<file path="src/rtl/reg_wb_sequencer.sv">
// Register-file write-port sequencer: merges ALU and buffered load writebacks,
// keeping same-register writes in program order via a per-register pending count.
module reg_wb_sequencer #(
    parameter int unsigned DATA_W     = 16,
    parameter int unsigned ADDR_W     = 3,
    parameter int unsigned DEPTH      = 4,
    parameter int unsigned STARVE_MAX = 3
) (
    input  logic                       clk,
    input  logic                       rst_n,
    input  logic                       alu_wb_valid,
    input  logic [ADDR_W-1:0]          alu_wb_dest,
    input  logic [DATA_W-1:0]          alu_wb_data,
    output logic                       alu_wb_ready,
    input  logic                       mem_wb_valid,
    input  logic [ADDR_W-1:0]          mem_wb_dest,
    input  logic [DATA_W-1:0]          mem_wb_data,
    output logic                       mem_wb_ready,
    output logic                       reg_wr_en,
    output logic [ADDR_W-1:0]          reg_wr_dest,
    output logic [DATA_W-1:0]          reg_wr_data,
    output logic [(2**ADDR_W)-1:0]     pend_mask,
    output logic [$clog2(DEPTH):0]     fifo_level
);

    localparam int unsigned NREG  = 2 ** ADDR_W;
    localparam int unsigned PTR_W = $clog2(DEPTH);
    localparam int unsigned LVL_W = PTR_W + 1;
    localparam int unsigned CNT_W = LVL_W;
    localparam int unsigned SC_W  = $clog2(STARVE_MAX + 1);

    logic [PTR_W-1:0]  wr_ptr_q, rd_ptr_q;
    logic [LVL_W-1:0]  level_q, level_d;
    logic [ADDR_W-1:0] fifo_dest_q [DEPTH];
    logic [DATA_W-1:0] fifo_data_q [DEPTH];
    logic [CNT_W-1:0]  pend_q [NREG];
    logic [CNT_W-1:0]  pend_d [NREG];
    logic [SC_W-1:0]   starve_q, starve_d;
    logic              wr_en_q;
    logic [ADDR_W-1:0] wr_dest_q;
    logic [DATA_W-1:0] wr_data_q;

    logic              push, pop, grant_alu, force_mem, fifo_empty;
    logic [NREG-1:0]   pend_vec;
    logic [ADDR_W-1:0] head_dest;
    logic [DATA_W-1:0] head_data;

    // Pending mask: a register is busy while any queued load still targets it
    always_comb begin
        pend_vec = '0;
        for (int unsigned r = 0; r < NREG; r++) begin
            pend_vec[r] = (pend_q[r] != '0);
        end
    end

    // Handshakes and grant selection; ALU wins unless blocked or starving the FIFO
    always_comb begin
        fifo_empty   = (level_q == '0);
        force_mem    = (starve_q == SC_W'(STARVE_MAX));
        alu_wb_ready = !pend_vec[alu_wb_dest] && !force_mem;
        mem_wb_ready = (level_q < LVL_W'(DEPTH));
        push         = mem_wb_valid && mem_wb_ready;
        grant_alu    = alu_wb_valid && alu_wb_ready;
        pop          = !grant_alu && !fifo_empty;
        head_dest    = fifo_dest_q[rd_ptr_q];
        head_data    = fifo_data_q[rd_ptr_q];
        level_d      = level_q + LVL_W'(push) - LVL_W'(pop);
    end

    always_comb begin
        for (int unsigned r = 0; r < NREG; r++) begin
            pend_d[r] = pend_q[r];
            if (push && (mem_wb_dest == ADDR_W'(r))) begin
                pend_d[r] = pend_d[r] + CNT_W'(1);
            end
            if (pop && (head_dest == ADDR_W'(r))) begin
                pend_d[r] = pend_d[r] - CNT_W'(1);
            end
        end
    end

    // Count ALU grants that bypass waiting loads; cleared once a load is served
    always_comb begin
        starve_d = starve_q;
        if (fifo_empty || pop) begin
            starve_d = '0;
        end else if (grant_alu) begin
            starve_d = starve_q + SC_W'(1);
        end
    end

    always_ff @(posedge clk or negedge rst_n) begin
        if (!rst_n) begin
            wr_ptr_q  <= '0;
            rd_ptr_q  <= '0;
            level_q   <= '0;
            starve_q  <= '0;
            wr_en_q   <= 1'b0;
            wr_dest_q <= '0;
            wr_data_q <= '0;
            for (int unsigned r = 0; r < NREG; r++) begin
                pend_q[r] <= '0;
            end
        end else begin
            level_q  <= level_d;
            starve_q <= starve_d;
            for (int unsigned r = 0; r < NREG; r++) begin
                pend_q[r] <= pend_d[r];
            end
            if (push) begin
                wr_ptr_q <= wr_ptr_q + PTR_W'(1);
            end
            if (pop) begin
                rd_ptr_q <= rd_ptr_q + PTR_W'(1);
            end
            if (grant_alu) begin
                wr_en_q   <= 1'b1;
                wr_dest_q <= alu_wb_dest;
                wr_data_q <= alu_wb_data;
            end else if (pop) begin
                wr_en_q   <= 1'b1;
                wr_dest_q <= head_dest;
                wr_data_q <= head_data;
            end else begin
                wr_en_q   <= 1'b0;
            end
        end
    end

    // Load FIFO storage; contents are don't-care until written
    always_ff @(posedge clk) begin
        if (push) begin
            fifo_dest_q[wr_ptr_q] <= mem_wb_dest;
            fifo_data_q[wr_ptr_q] <= mem_wb_data;
        end
    end

    assign reg_wr_en   = wr_en_q;
    assign reg_wr_dest = wr_dest_q;
    assign reg_wr_data = wr_data_q;
    assign pend_mask   = pend_vec;
    assign fifo_level  = level_q;

endmodule

</file>
<file path="config.mk">
export PLATFORM = sky130hd
export DESIGN_NAME = reg_wb_sequencer
export DESIGN_NICKNAME = d
export VERILOG_FILES = /design/src/rtl/reg_wb_sequencer.sv
export SDC_FILE = /design/constraint.sdc
export NUM_CORES = 1
export LEC_CHECK = 0
export BUFFER_PORTS_ARGS = -buffer_cell sky130_fd_sc_hd__buf_2
export CORE_MARGIN = 8
export CORE_UTILIZATION = 58
export CTS_CLUSTER_DIAMETER = 30
export DETAILED_ROUTE_END_ITERATION = 6
export PLACE_DENSITY = 0.8
export SLEW_MARGIN = 30
export SYNTH_ARGS = -nofsm -noshare
export SYNTH_HDL_FRONTEND = slang
export SYNTH_SLANG_ARGS = --single-unit
</file>
<file path="constraint.sdc">
create_clock -name clk -period 3.93 [get_ports clk]
set_clock_uncertainty 0.2 [all_clocks]
set_input_delay 0.786 -clock clk [delete_from_list [all_inputs] [get_ports clk]]
set_output_delay 0.786 -clock clk [all_outputs]
set_load 0.005 [all_outputs]
</file>
# Yosys cells after proc, flatten, opt, wreduce, memory -nomap -nowiden
# Memory sizes are Yosys's and may differ from the RTL's.
# Index checks and enable logic that the tools add are counted.
[word_totals] output_inout_bits=33 in_bits=42 word_cells=121 romBits=0 mem_bits_rw=76 n_memories=2 latch_bits=0 reg_bits=53
[classes] n_eq_ne=15 n_reduce_logical=38 multipliers=0 n_div=0 shift=0 n_mux=28 n_addsub=21 bitwise_logic=0 magnitude_cmp=2
[memory_table] memory="fifo_data_q" depth=4 width=16 rd=1 rd_clocked_by_memory_dff=0 write_ports=1 line_no="35" source="logic [DATA_W-1:0] fifo_data_q [DEPTH];"
[memory_table] memory="fifo_dest_q" depth=4 width=3 rd=1 rd_clocked_by_memory_dff=0 write_ports=1 line_no="34" source="logic [ADDR_W-1:0] fifo_dest_q [DEPTH];"
[ops] op="2-to-1 mux 3 bit" count=18
[ops] op="2-to-1 mux 16 bit" count=2
[ops] op="adder 3 x 1 -> 3 bit (second input constant)" count=8
[ops] op="equality test 3 bit (second input constant)" count=8
[ops] op="nonzero test 3 bit" count=8
[ops] op="subtractor 3 x 1 -> 3 bit (second input constant)" count=8
[ops] op="logical AND 1 bit" count=20
[ops] op="equality test 3 x 2 -> 1 bit (second input constant)" count=4
[ops] op="logical NOT 3 bit" count=3
[ops] op="adder 2 x 1 -> 2 bit (second input constant)" count=3
[ops] op="equality test 3 x 1 -> 1 bit (second input constant)" count=2
[ops] op="2-to-1 mux 1 bit" count=5
[ops] op="logical NOT 1 bit" count=4
[ops] op="less-than comparator 3 x 4 -> 1 bit (second input constant)" count=1
[ops] op="2-to-1 mux 2 bit" count=2
[ops] op="nonzero test 2 bit" count=2
[ops] op="adder 3 x 1 -> 3 bit" count=1
[ops] op="binary-select mux 1 bit (select 3 bit)" count=1
[ops] op="less-than comparator 3 bit (second input constant)" count=1
[ops] op="subtractor 3 x 1 -> 3 bit" count=1
[ops] op="equality test 2 bit (second input constant)" count=1
[ops] op="logical OR 1 bit" count=1

# Depth between registers and ports, before layout
# Gate-level depths: netlist of run 1.
[logic_depth] word_depth=10 ltp_mapped=15 mapped_depth_nobuf=13

# Least setup slack after synthesis of run 1
# Ideal clock, no wire load.
[synth_path] path_type="input -> register" startpoint="input port alu_wb_dest[0]" endpoint="register level_q[2], in the netlist fifo_level[2]" path_slack_ps=692 arrival_ps=2911 setup_ps=127 path_buffers=2 cell_stages=12 path_cell_list="mux4_2 o2bb2ai_2 buf_6 buf_2 nor2_2 ha_1 inv_1 ha_1 inv_1 fa_1 xnor2_1 xnor2_1"
[synth_between] elab_chain_len=8
[synth_rtl] item="from (decl)" line_no="12" source="input logic [ADDR_W-1:0] alu_wb_dest,"
[synth_rtl] item="binary-select mux 1 bit (select 3 bit)" line_no="60" source="alu_wb_ready = !pend_vec[alu_wb_dest] && !force_mem;"
[synth_rtl] item="2-to-1 mux 1 bit (implied by the code)" line_no="60"
[synth_rtl] item="logical NOT 1 bit" line_no="60"
[synth_rtl] item="logical AND 1 bit" line_no="60"
[synth_rtl] item="logical AND 1 bit" line_no="63" source="grant_alu = alu_wb_valid && alu_wb_ready;"
[synth_rtl] item="logical NOT 1 bit" line_no="64" source="pop = !grant_alu && !fifo_empty;"
[synth_rtl] item="logical AND 1 bit" line_no="64"
[synth_rtl] item="subtractor 3 x 1 -> 3 bit" line_no="67" source="level_d = level_q + LVL_W'(push) - LVL_W'(pop);"
[synth_rtl] item="net level_d[2]" line_no="33" source="logic [LVL_W-1:0] level_q, level_d;"
[synth_rtl] item="to (signal assigned)" line_no="105" source="level_q <= level_d;"
[synth_rtl] item="to (decl)" line_no="33"
# The timed path passes the listed nets, and every way through them passes these cells. The select of a mux whose other input is x is not followed.
# A chain may end at the register's enable or synchronous reset.

# Worst setup path after layout of run 1
[layout_path] startpoint="register pend_q[16] in the netlist's numbering" endpoint="output port alu_wb_ready"
[layout_between] elab_chain_len=5
[layout_rtl] item="from (decl)" line_no="36" source="logic [CNT_W-1:0] pend_q [NREG];"
[layout_rtl] item="from (signal, indexed assignment)" line_no="108" source="pend_q[r] <= pend_d[r];"
[layout_rtl] item="nonzero test 3 bit" line_no="52" source="pend_vec[r] = (pend_q[r] != '0);"
[layout_rtl] item="binary-select mux 1 bit (select 3 bit)" line_no="60"
[layout_rtl] item="2-to-1 mux 1 bit (implied by the code)" line_no="60"
[layout_rtl] item="logical NOT 1 bit" line_no="60"
[layout_rtl] item="logical AND 1 bit" line_no="60"
[layout_rtl] item="to (decl)" line_no="14" source="output logic alu_wb_ready,"
# Every way passes these cells. The select of a mux whose other input is x is not followed.

==> results.sh, run 1 <==
export IMPL_status="complete, no violations"
export IMPL_synth_top_area_share_pct=37.8
export IMPL_final_seq_area_um2=3610
export IMPL_num_vias=3509
export IMPL_tritoncts="built"
export IMPL_totalNegativeSetupSlack_ns=0
export IMPL_die_h_um=118
export IMPL_grt_pass1_vias=3817
export IMPL_setup_viol=0
export IMPL_cts_root_buf="clkbuf_8"
export IMPL_synth_edf_count=76
export IMPL_syn_inst=413
export IMPL_final_area_um2=7100
export IMPL_final_cell_mix="edfxtp_1 (76), buf_2 (73), dfrtp_1 (53)"
export IMPL_row_count=37
export IMPL_cts_setup_buffers=0
export IMPL_ant_nets=0
export IMPL_ys_top_cells_by_area="edfxtp_1 (38%), dfrtp_1 (22%), mux4_2 (8.2%)"
export IMPL_ys_ff_latch=129
export IMPL_maxCapViolations=0
export IMPL_synth_yosys_seq_area_share_pct=59.8
export IMPL_initial_utilization_pct=58.9
export IMPL_cts_resized=0
export IMPL_routed_wl_mm=11.8
export IMPL_slew_viol_final=0
export IMPL_start_kind="flop"
export IMPL_nNetsFinal=576
export IMPL_cp_end_kind="primary output"
export IMPL_routabilityCongestion=0.803
export IMPL_dieWidth_um=118
export IMPL_irDropWorstVdd_v=0.000478
export IMPL_layout_drive_gt1_share_pct=28.0
export IMPL_nFillCells=717
export IMPL_fin_crit_sh_pct=83.1
export IMPL_antenna_found_initial=0
export IMPL_min_period_ns=3.27
export IMPL_crit_chain="inv_1 -> ha_1 -> nor2b_1 -> mux4_2 -> a21oi_1 -> nor2_1 -> buf_2"
export IMPL_worst_path_max_delay_cell="mux4_2"
export IMPL_io_pin_count=75
export IMPL_async_reset_ff_share_pct=41.1
export IMPL_clkLatencyLatePin_ns=0.53
export IMPL_regToRegSetupSlack_ns=0.80
export IMPL_dpl_instance_area_um2=6570
export IMPL_powerDensity_nw_per_um2=770
export IMPL_overflow=0
export IMPL_syn_nets=487
export IMPL_coreArea_um2=10200
export IMPL_grt_pass1_wl_mm=19.3
export IMPL_slew_headroom_pct=53.4
export IMPL_ys_warn_count=0
export IMPL_grt_max_degree=56
export IMPL_antenna_cells=0
export IMPL_ys_flop_type="edfxtp_1"
export IMPL_io_buffers=74
export IMPL_cts_sinks=129
export IMPL_clockBufferDepth=2
export IMPL_cts_htree_levels=4
export IMPL_die_area_um2=13900
export IMPL_rsz0062_at_grt="no"
export IMPL_hold_viol=0
export IMPL_worstPathRequired_ns=2.94
export IMPL_avgSynthCellArea_um2=14.6
export IMPL_cts_hold_buf=0
export IMPL_cts_clk_slew_worst_paths_ns=0.06
export IMPL_crit_fanout=3
export IMPL_leakage_uw=0.00295
export IMPL_rr_worst_depth=13
export IMPL_synth_distinct_cells=32
export IMPL_hold_class="primary input to async pin"
export IMPL_synth_top_cell_by_area="edfxtp_1"
export IMPL_max_stage_delay_ns=0.52
export IMPL_syn2layout_area_growth_pct=17.7
export IMPL_netlist_area_um2=6030
export IMPL_wl_per_cell_um=18.1
export IMPL_numCtsBuffers=17
export IMPL_hpwl_mm=8.16
export IMPL_arrival_ns=2.28
export IMPL_path_class="flop to primary output"
export IMPL_tightest_slew_ns=0.697
export IMPL_final_common_cell="edfxtp_1"
export IMPL_multiInputGateArea_um2=2240
export IMPL_drt_iter0_drc=204
export IMPL_grt_use_total_pct=18.1
export IMPL_vias_per_cell=5.39
export IMPL_drcViolationCount=0
export IMPL_dr_pass1_iters=4
export IMPL_max_freq_ghz=0.306
## kinds of logic (layout without fill, tap and decap cells)
group	after synthesis	after routing	synth area share (%)
multiplexers	56	56	13.9
buffers and inverters	42	144	3.26
XOR/XNOR	37	37	5.37
flip-flops	129	129	59.8
AND/OR/NAND/NOR	94	94	8.82
adder cells (fa/ha/maj)	32	32	6.76
AO/OA/AOI/OAI	23	23	2.10
## synthesized netlist by cell type, types with 4 or more instances
master	count
edfxtp_1	76
dfrtp_1	53
mux2i_1	34
nand2_1	32
ha_1	31
inv_1	27
xnor2_1	23
mux4_2	22
o21ai_0	19
xor2_1	14
nand4b_1	10
nor2_1	9
nor2b_1	8
and2_1	7
nand3b_1	7
clkbuf_1	6
nor2_2	6
buf_2	4
buf_6	4
nand2b_1	4
## power by group
part | switching [uW] | internal [uW] | leakage, uW | total, uW
combinational | 1040 | 946 | 0.00138 | 1990
sequential | 241 | 1850 | 0.00132 | 2090
clock | 550 | 831 | 0.000255 | 1380
## path summary, 6_finish.rpt
| kind | start | to |
|---|---|---|
| setup / recovery | pend_q[16]$_DFF_PN0_ | alu_wb_ready |
| hold / removal | rst_n | pend_q[20]$_DFF_PN0_ |
| setup reg to reg | pend_q[16]$_DFF_PN0_ | fifo_level[2]$_DFF_PN0_ |
| hold reg to reg | starve_q[0]$_DFFE_PN0P_ | starve_q[0]$_DFFE_PN0P_ |
| max in group asynchronous | rst_n | reg_wr_dest[2]$_DFFE_PN0P_ |
| min in group clk | starve_q[0]$_DFFE_PN0P_ | starve_q[0]$_DFFE_PN0P_ |
## sequential cells by signal, summed over array words and instances, names as in the netlist
| register | flops |
|---|---|
| fifo_data_q | 64 |
| fifo_dest_q | 12 |
| fifo_level | 3 |
| pend_q | 24 |
| rd_ptr_q | 2 |
| reg_wr_data | 16 |
| reg_wr_dest | 3 |
| reg_wr_en | 1 |
| starve_q | 2 |
| wr_ptr_q | 2 |
## critical path, delay by kind of cell, from the launching register on
kind / cells / cell delay, ns
muxes: 1 / 0.52
DFF: 1 / 0.39
and+or+nand+nor: 2 / 0.25
AOI/OAI and AO/OA: 1 / 0.22
buffers and inverters: 2 / 0.20
adders and majority gates: 1 / 0.18
## layer usage
metal,part of all wire [%],track usage [%],vias up
met5,0,0,-
met2,51,30.8,92
met3,5.4,5.61,18
li1,-,-,1668
met4,2.0,8.09,0
met1,42,20.5,1731
## stage by stage
step                      util [%]  setup slack [ns]  std cells  power (uW)  hold WS [ns]
after CTS                     69.3             0.606        651        5530         0.196
after floorplan                  -             0.692        413        3490         0.206
after global routing          69.4             0.545        651        5830        0.0527
final                         69.4             0.664        651        5460        0.0218
after global placement        64.2             0.715        619        4000         0.220
after detailed placement      64.2             0.612        619        4120         0.230
## final cells by class
type                    count  share of cell area (%)
inverters                  27                    1.43
clock inverters            11                    1.30
multi-input cells         242                    31.5
clock buffers              21                    6.05
repair buffers             85                    6.42
well taps                 136                    2.40
flip-flops and latches    129                    50.9
No activity file was read; power rests on OpenSTA's default activity.
==> run 2: changes to the inputs <==
- CORE_UTILIZATION: 58 -> 52
- PLACE_DENSITY: 0.8 -> 0.76
- clock period: 3.93 -> 2.88 ns (I/O delays scaled with it)
==> results.sh, run 2 (synthesis gave the netlist of run 1 again) <==
export IMPL_pre_cts_slack_ns=-0.0472
export IMPL_regToRegSetupSlack_ns=-0.05
export IMPL_final_common_cell="edfxtp_1"
export IMPL_path_class="flop to flop"
export IMPL_irDropWorstVdd_v=0.000543
export IMPL_dpl_instance_area_um2=6740
export IMPL_io_pin_count=75
export IMPL_clkLatencyLatePin_ns=0.41
export IMPL_slew_headroom_pct=51.1
export IMPL_leakage_uw=0.00315
export IMPL_antenna_cells=0
export IMPL_layout_drive_gt1_share_pct=37.2
export IMPL_row_count=39
export IMPL_die_h_um=124
export IMPL_largest_reg_flops=64
export IMPL_final_cell_mix="edfxtp_1 (76), buf_2 (74), dfrtp_1 (53)"
export IMPL_crit_fanout=2
export IMPL_routed_wl_mm=13.0
export IMPL_cts_clk_slew_worst_paths_ns=0.06
export IMPL_fin_crit_sh_pct=102
export IMPL_status="complete, but fails checks"
export IMPL_maxCapViolations=0
export IMPL_worstPathRequired_ns=2.96
export IMPL_grt_use_total_pct=18.2
export IMPL_wl_per_cell_um=19.0
export IMPL_powerDensity_nw_per_um2=1100
export IMPL_worstReg2RegStart="pend_q[12]$_DFF_PN0_"
export IMPL_grt_pass1_wl_mm=20.9
export IMPL_tightest_slew_ns=0.734
export IMPL_arrival_ns=3.01
export IMPL_cp_startpoint="pend_q[12]$_DFF_PN0_"
export IMPL_routabilityCongestion=0.765
export IMPL_io_buffers=74
export IMPL_max_freq_ghz=0.341
export IMPL_fin_ws_ns=-0.0513
export IMPL_cts_root_buf="clkbuf_16"
export IMPL_stdcell_count=686
export IMPL_cts_sinks=129
export IMPL_nFillCells=770
export IMPL_syn2layout_area_growth_pct=25.9
export IMPL_final_area_um2=7590
export IMPL_drt_iter0_drc=168
export IMPL_dr_pass1_iters=4
export IMPL_dieWidth_um=124
export IMPL_start_kind="flop"
export IMPL_nNetsFinal=604
export IMPL_antenna_found_initial=0
export IMPL_overflow=0
export IMPL_grt_max_degree=56
export IMPL_min_period_ns=2.93
export IMPL_hpwl_mm=8.66
export IMPL_drcViolationCount=0
export IMPL_numCtsBuffers=17
export IMPL_tritoncts="built"
export IMPL_hold_viol=0
export IMPL_initial_utilization_pct=53.0
export IMPL_final_seq_area_um2=3610
export IMPL_ant_nets=0
export IMPL_violations="setup timing"
export IMPL_die_area_um2=15300
export IMPL_grt_pass1_vias=4096
export IMPL_multiInputGateArea_um2=2400
export IMPL_cp_end_kind="flop"
export IMPL_placed_cells=640
export IMPL_num_vias=3699
export IMPL_vias_per_cell=5.39
export IMPL_largest_register="fifo_data_q"
export IMPL_hold_class="primary input to async pin"
export IMPL_setup_viol=1
export IMPL_rsz0062_at_grt="yes"
export IMPL_cts_htree_levels=4
export IMPL_power_uw=8320
export IMPL_clockBufferDepth=2
export IMPL_coreArea_um2=11400
export IMPL_slew_viol_final=0
## run 2: changes by cell type in the layout (fill, tap and decap cells not counted), moves of 4 or more
cell      before  now
buf_4         12   33
ha_1          31   22
inv_1         27   18
inv_2          0    9
ha_4           0    7
buf_12         0    4
clkbuf_1       4    0
clkinv_2       6    2
inv_6          0    4
nor2b_1        8    4
nor2b_4        0    4
## run 2: cell type report
type                            instances  area share (%)
Clock buffer                           17            5.60
Clock inverter                         15            2.08
Inverter                               27            1.33
Multi-Input combinational cell        242            31.6
Sequential cell                       129            47.5
Tap cell                              143            2.36
Timing Repair Buffer                  113            9.49
## run 2: worst paths after layout
kind | end | cells past startpoint
min | pend_q[16]$_DFF_PN0_ | 1
max in group asynchronous | fifo_level[2]$_DFF_PN0_ | 2
min reg2reg | starve_q[0]$_DFFE_PN0P_ | 1
max | fifo_level[2]$_DFF_PN0_ | 13
min in group clk | reg_wr_data[8]$_DFFE_PN0P_ | 3
max reg2reg | fifo_level[2]$_DFF_PN0_ | 13
## run 2: layer usage
| layer | GRT usage (%) | routed length [um] | vias up |
|---|---|---|---|
| li1 | - | - | 1720 |
| met1 | 20.6 | 5180 | 1877 |
| met2 | 32.3 | 6980 | 92 |
| met3 | 5.17 | 744 | 10 |
| met4 | 6.25 | 137 | 0 |
| met5 | 0 | 0 | - |
## run 2: critical path: stages (launching register included)
cell       delay, ns
dfrtp_1         0.36
inv_1           0.07
ha_2            0.18
nor2b_4         0.13
mux4_2          0.51
o2bb2ai_4       0.18
nor2_4          0.13
ha_4            0.21
inv_2           0.06
ha_4            0.12
inv_2           0.03
fa_2            0.36
xnor2_2         0.14
xnor2_1         0.13
## run 2: what timing repair did
item,4_1_cts,5_1_grt
hold buffers,0,0
setup buffers,10,5
resized for setup,27,14
pin swaps,3,9
setup endpoints to repair,2,3
## run 2: through the flow
stage | setup TNS (ns) | hold WS (ns) | utilization [%]
floorplan | -0.214 | 0.0804 | -
global placement | -0.00218 | 0.219 | 59.3
detailed placement | -0.0472 | 0.233 | 59.3
CTS | -0.0338 | 0.0488 | 66.0
global route | -0.201 | 0.0735 | 66.8
finish | -0.0513 | 0.0320 | 66.8
## run 2: report_power, final
group	internal [uW]	leakage [uW]	switching, uW
Combinational	1700	0.00155	1670
Sequential	2530	0.00132	329
Clock	1280	0.000285	821
==> run 3: changes to the inputs <==
- CORE_MARGIN: 8 -> default
==> results.sh, run 3 (synthesis gave the netlist of run 1 again) <==
export IMPL_clockBufferDepth=2
export IMPL_cts_clk_slew_worst_paths_ns=0.06
export IMPL_die_h_um=110
export IMPL_grt_pass1_wl_mm=19.1
export IMPL_tightest_slew_ns=0.684
export IMPL_grt_pass1_vias=3756
export IMPL_grt_use_total_pct=22.4
export IMPL_row_count=38
export IMPL_largest_register="fifo_data_q"
export IMPL_slew_viol_final=0
export IMPL_grt_max_degree=56
export IMPL_largest_reg_flops=64
export IMPL_drt_iter0_drc=114
export IMPL_power_uw=7860
export IMPL_syn2layout_area_growth_pct=22.9
export IMPL_clkLatencyLatePin_ns=0.42
export IMPL_nNetsFinal=598
export IMPL_worstPathRequired_ns=2.10
export IMPL_path_depth=9
export IMPL_fin_crit_sh_pct=100
export IMPL_pre_cts_slack_ns=-0.0648
export IMPL_io_buffers=74
export IMPL_routed_wl_mm=11.9
export IMPL_final_cell_mix="edfxtp_1 (76), buf_2 (74), dfrtp_1 (53)"
export IMPL_routabilityCongestion=0.803
export IMPL_cts_root_buf="clkbuf_16"
export IMPL_antenna_cells=0
export IMPL_powerDensity_nw_per_um2=1060
export IMPL_cp_end_kind="primary output"
export IMPL_ant_nets=0
export IMPL_irDropWorstVdd_v=0.000609
export IMPL_rsz0062_at_grt="yes"
export IMPL_crit_fanout=2
export IMPL_cp_num_buf_inv=3
export IMPL_hold_class="primary input to flop"
export IMPL_antenna_found_initial=0
export IMPL_violations="setup timing"
export IMPL_status="complete, but fails checks"
export IMPL_leakage_uw=0.00307
export IMPL_cts_sinks=129
export IMPL_nFillCells=765
export IMPL_maxCapViolations=0
export IMPL_num_vias=3609
export IMPL_coreArea_um2=11100
export IMPL_rr_worst_depth=13
export IMPL_io_pin_count=75
export IMPL_hold_viol=0
export IMPL_worst_path_max_delay_cell="mux4_2"
export IMPL_max_stage_delay_ns=0.53
export IMPL_fin_ws_ns=-0.00514
export IMPL_overflow=0
export IMPL_arrival_ns=2.11
export IMPL_cp_top_family="multiplexers"
export IMPL_start_kind="flop"
export IMPL_die_area_um2=12000
export IMPL_crit_chain="inv_2 -> ha_1 -> nand2b_1 -> mux4_2 -> buf_6 -> nor2_4 -> a21oi_4 -> nor2_1 -> buf_2"
export IMPL_layout_drive_gt1_share_pct=35.0
export IMPL_drcViolationCount=0
export IMPL_slew_headroom_pct=54.2
export IMPL_setup_viol=1
export IMPL_initial_utilization_pct=54.4
export IMPL_max_freq_ghz=0.347
export IMPL_numCtsBuffers=17
export IMPL_whs_ns=0.157
export IMPL_hpwl_mm=7.62
export IMPL_wl_per_cell_um=17.5
export IMPL_final_common_cell="edfxtp_1"
export IMPL_dr_pass1_iters=6
export IMPL_totalNegativeSetupSlack_ns=-0.00514
export IMPL_vias_per_cell=5.33
export IMPL_final_util_pct=66.9
export IMPL_holdPathStages=3
export IMPL_tritoncts="built"
export IMPL_dieWidth_um=110
export IMPL_cts_htree_levels=4
export IMPL_path_class="flop to primary output"
export IMPL_min_period_ns=2.89
-- run 3: metrics by stage --
step / cell area (um^2) / std cells
2_1_floorplan: 6040 / 413
3_3_place_gp: 6670 / 633
3_5_place_dp: 6670 / 633
4_1_cts: 7400 / 675
5_1_grt: 7410 / 677
6_report: 7410 / 677
-- run 3: repair_timing --
action	in CTS	in global routing
endpoints found under the hold margin	53	0
setup buffers	9	2
hold buffers	1	0
pin swaps	8	6
setup endpoints to repair	2	3
gates resized for setup	31	0
-- run 3: power by group --
part	internal (uW)	switching (uW)	total, uW
sequential	2530	323	2850
clock	1120	785	1910
combinational	1560	1540	3100
-- run 3: path summary, 6_finish.rpt --
| kind | from | to | slack, ns |
|---|---|---|---|
| hold reg to reg | starve_q[0]$_DFFE_PN0P_ | starve_q[0]$_DFFE_PN0P_ | 0.23 |
| setup reg to reg | pend_q[0]$_DFF_PN0_ | fifo_level[2]$_DFF_PN0_ | 0.05 |
| hold / removal | alu_wb_data[15] | reg_wr_data[15]$_DFFE_PN0P_ | 0.16 |
| setup / recovery | pend_q[21]$_DFF_PN0_ | alu_wb_ready | -0.005 |
| min in group asynchronous | rst_n | pend_q[17]$_DFF_PN0_ | 0.49 |
| max in group asynchronous | rst_n | reg_wr_data[6]$_DFFE_PN0P_ | 1.73 |
-- run 3: area by class of cell --
class	instances	area, um^2	share of cell area, %
Multi-Input combinational cell	242	2350	31.7
Sequential cell	129	3610	48.7
Tap cell	140	175	2.36
Timing Repair Buffer	107	641	8.64
Clock buffer	21	450	6.08
Clock inverter	11	83.8	1.13
Inverter	27	101	1.37
-- run 3: worst min-delay path, delay by kind of cell --
| kind | cells | cell delay (ns) |
|---|---|---|
| AO/OA/AOI/OAI | 1 | 0.05 |
| buffers and inverters | 1 | 0.07 |
| AND/OR/NAND/NOR | 1 | 0.03 |
-- run 3: metal layers --
layer / up-vias / wire, um / track usage [%]
met2: 82 / 5990 / 36.8
met3: 23 / 525 / 6.58
met1: 1802 / 5110 / 27.7
met5: - / 0 / 0
li1: 1702 / - / -
met4: 0 / 252 / 9.43
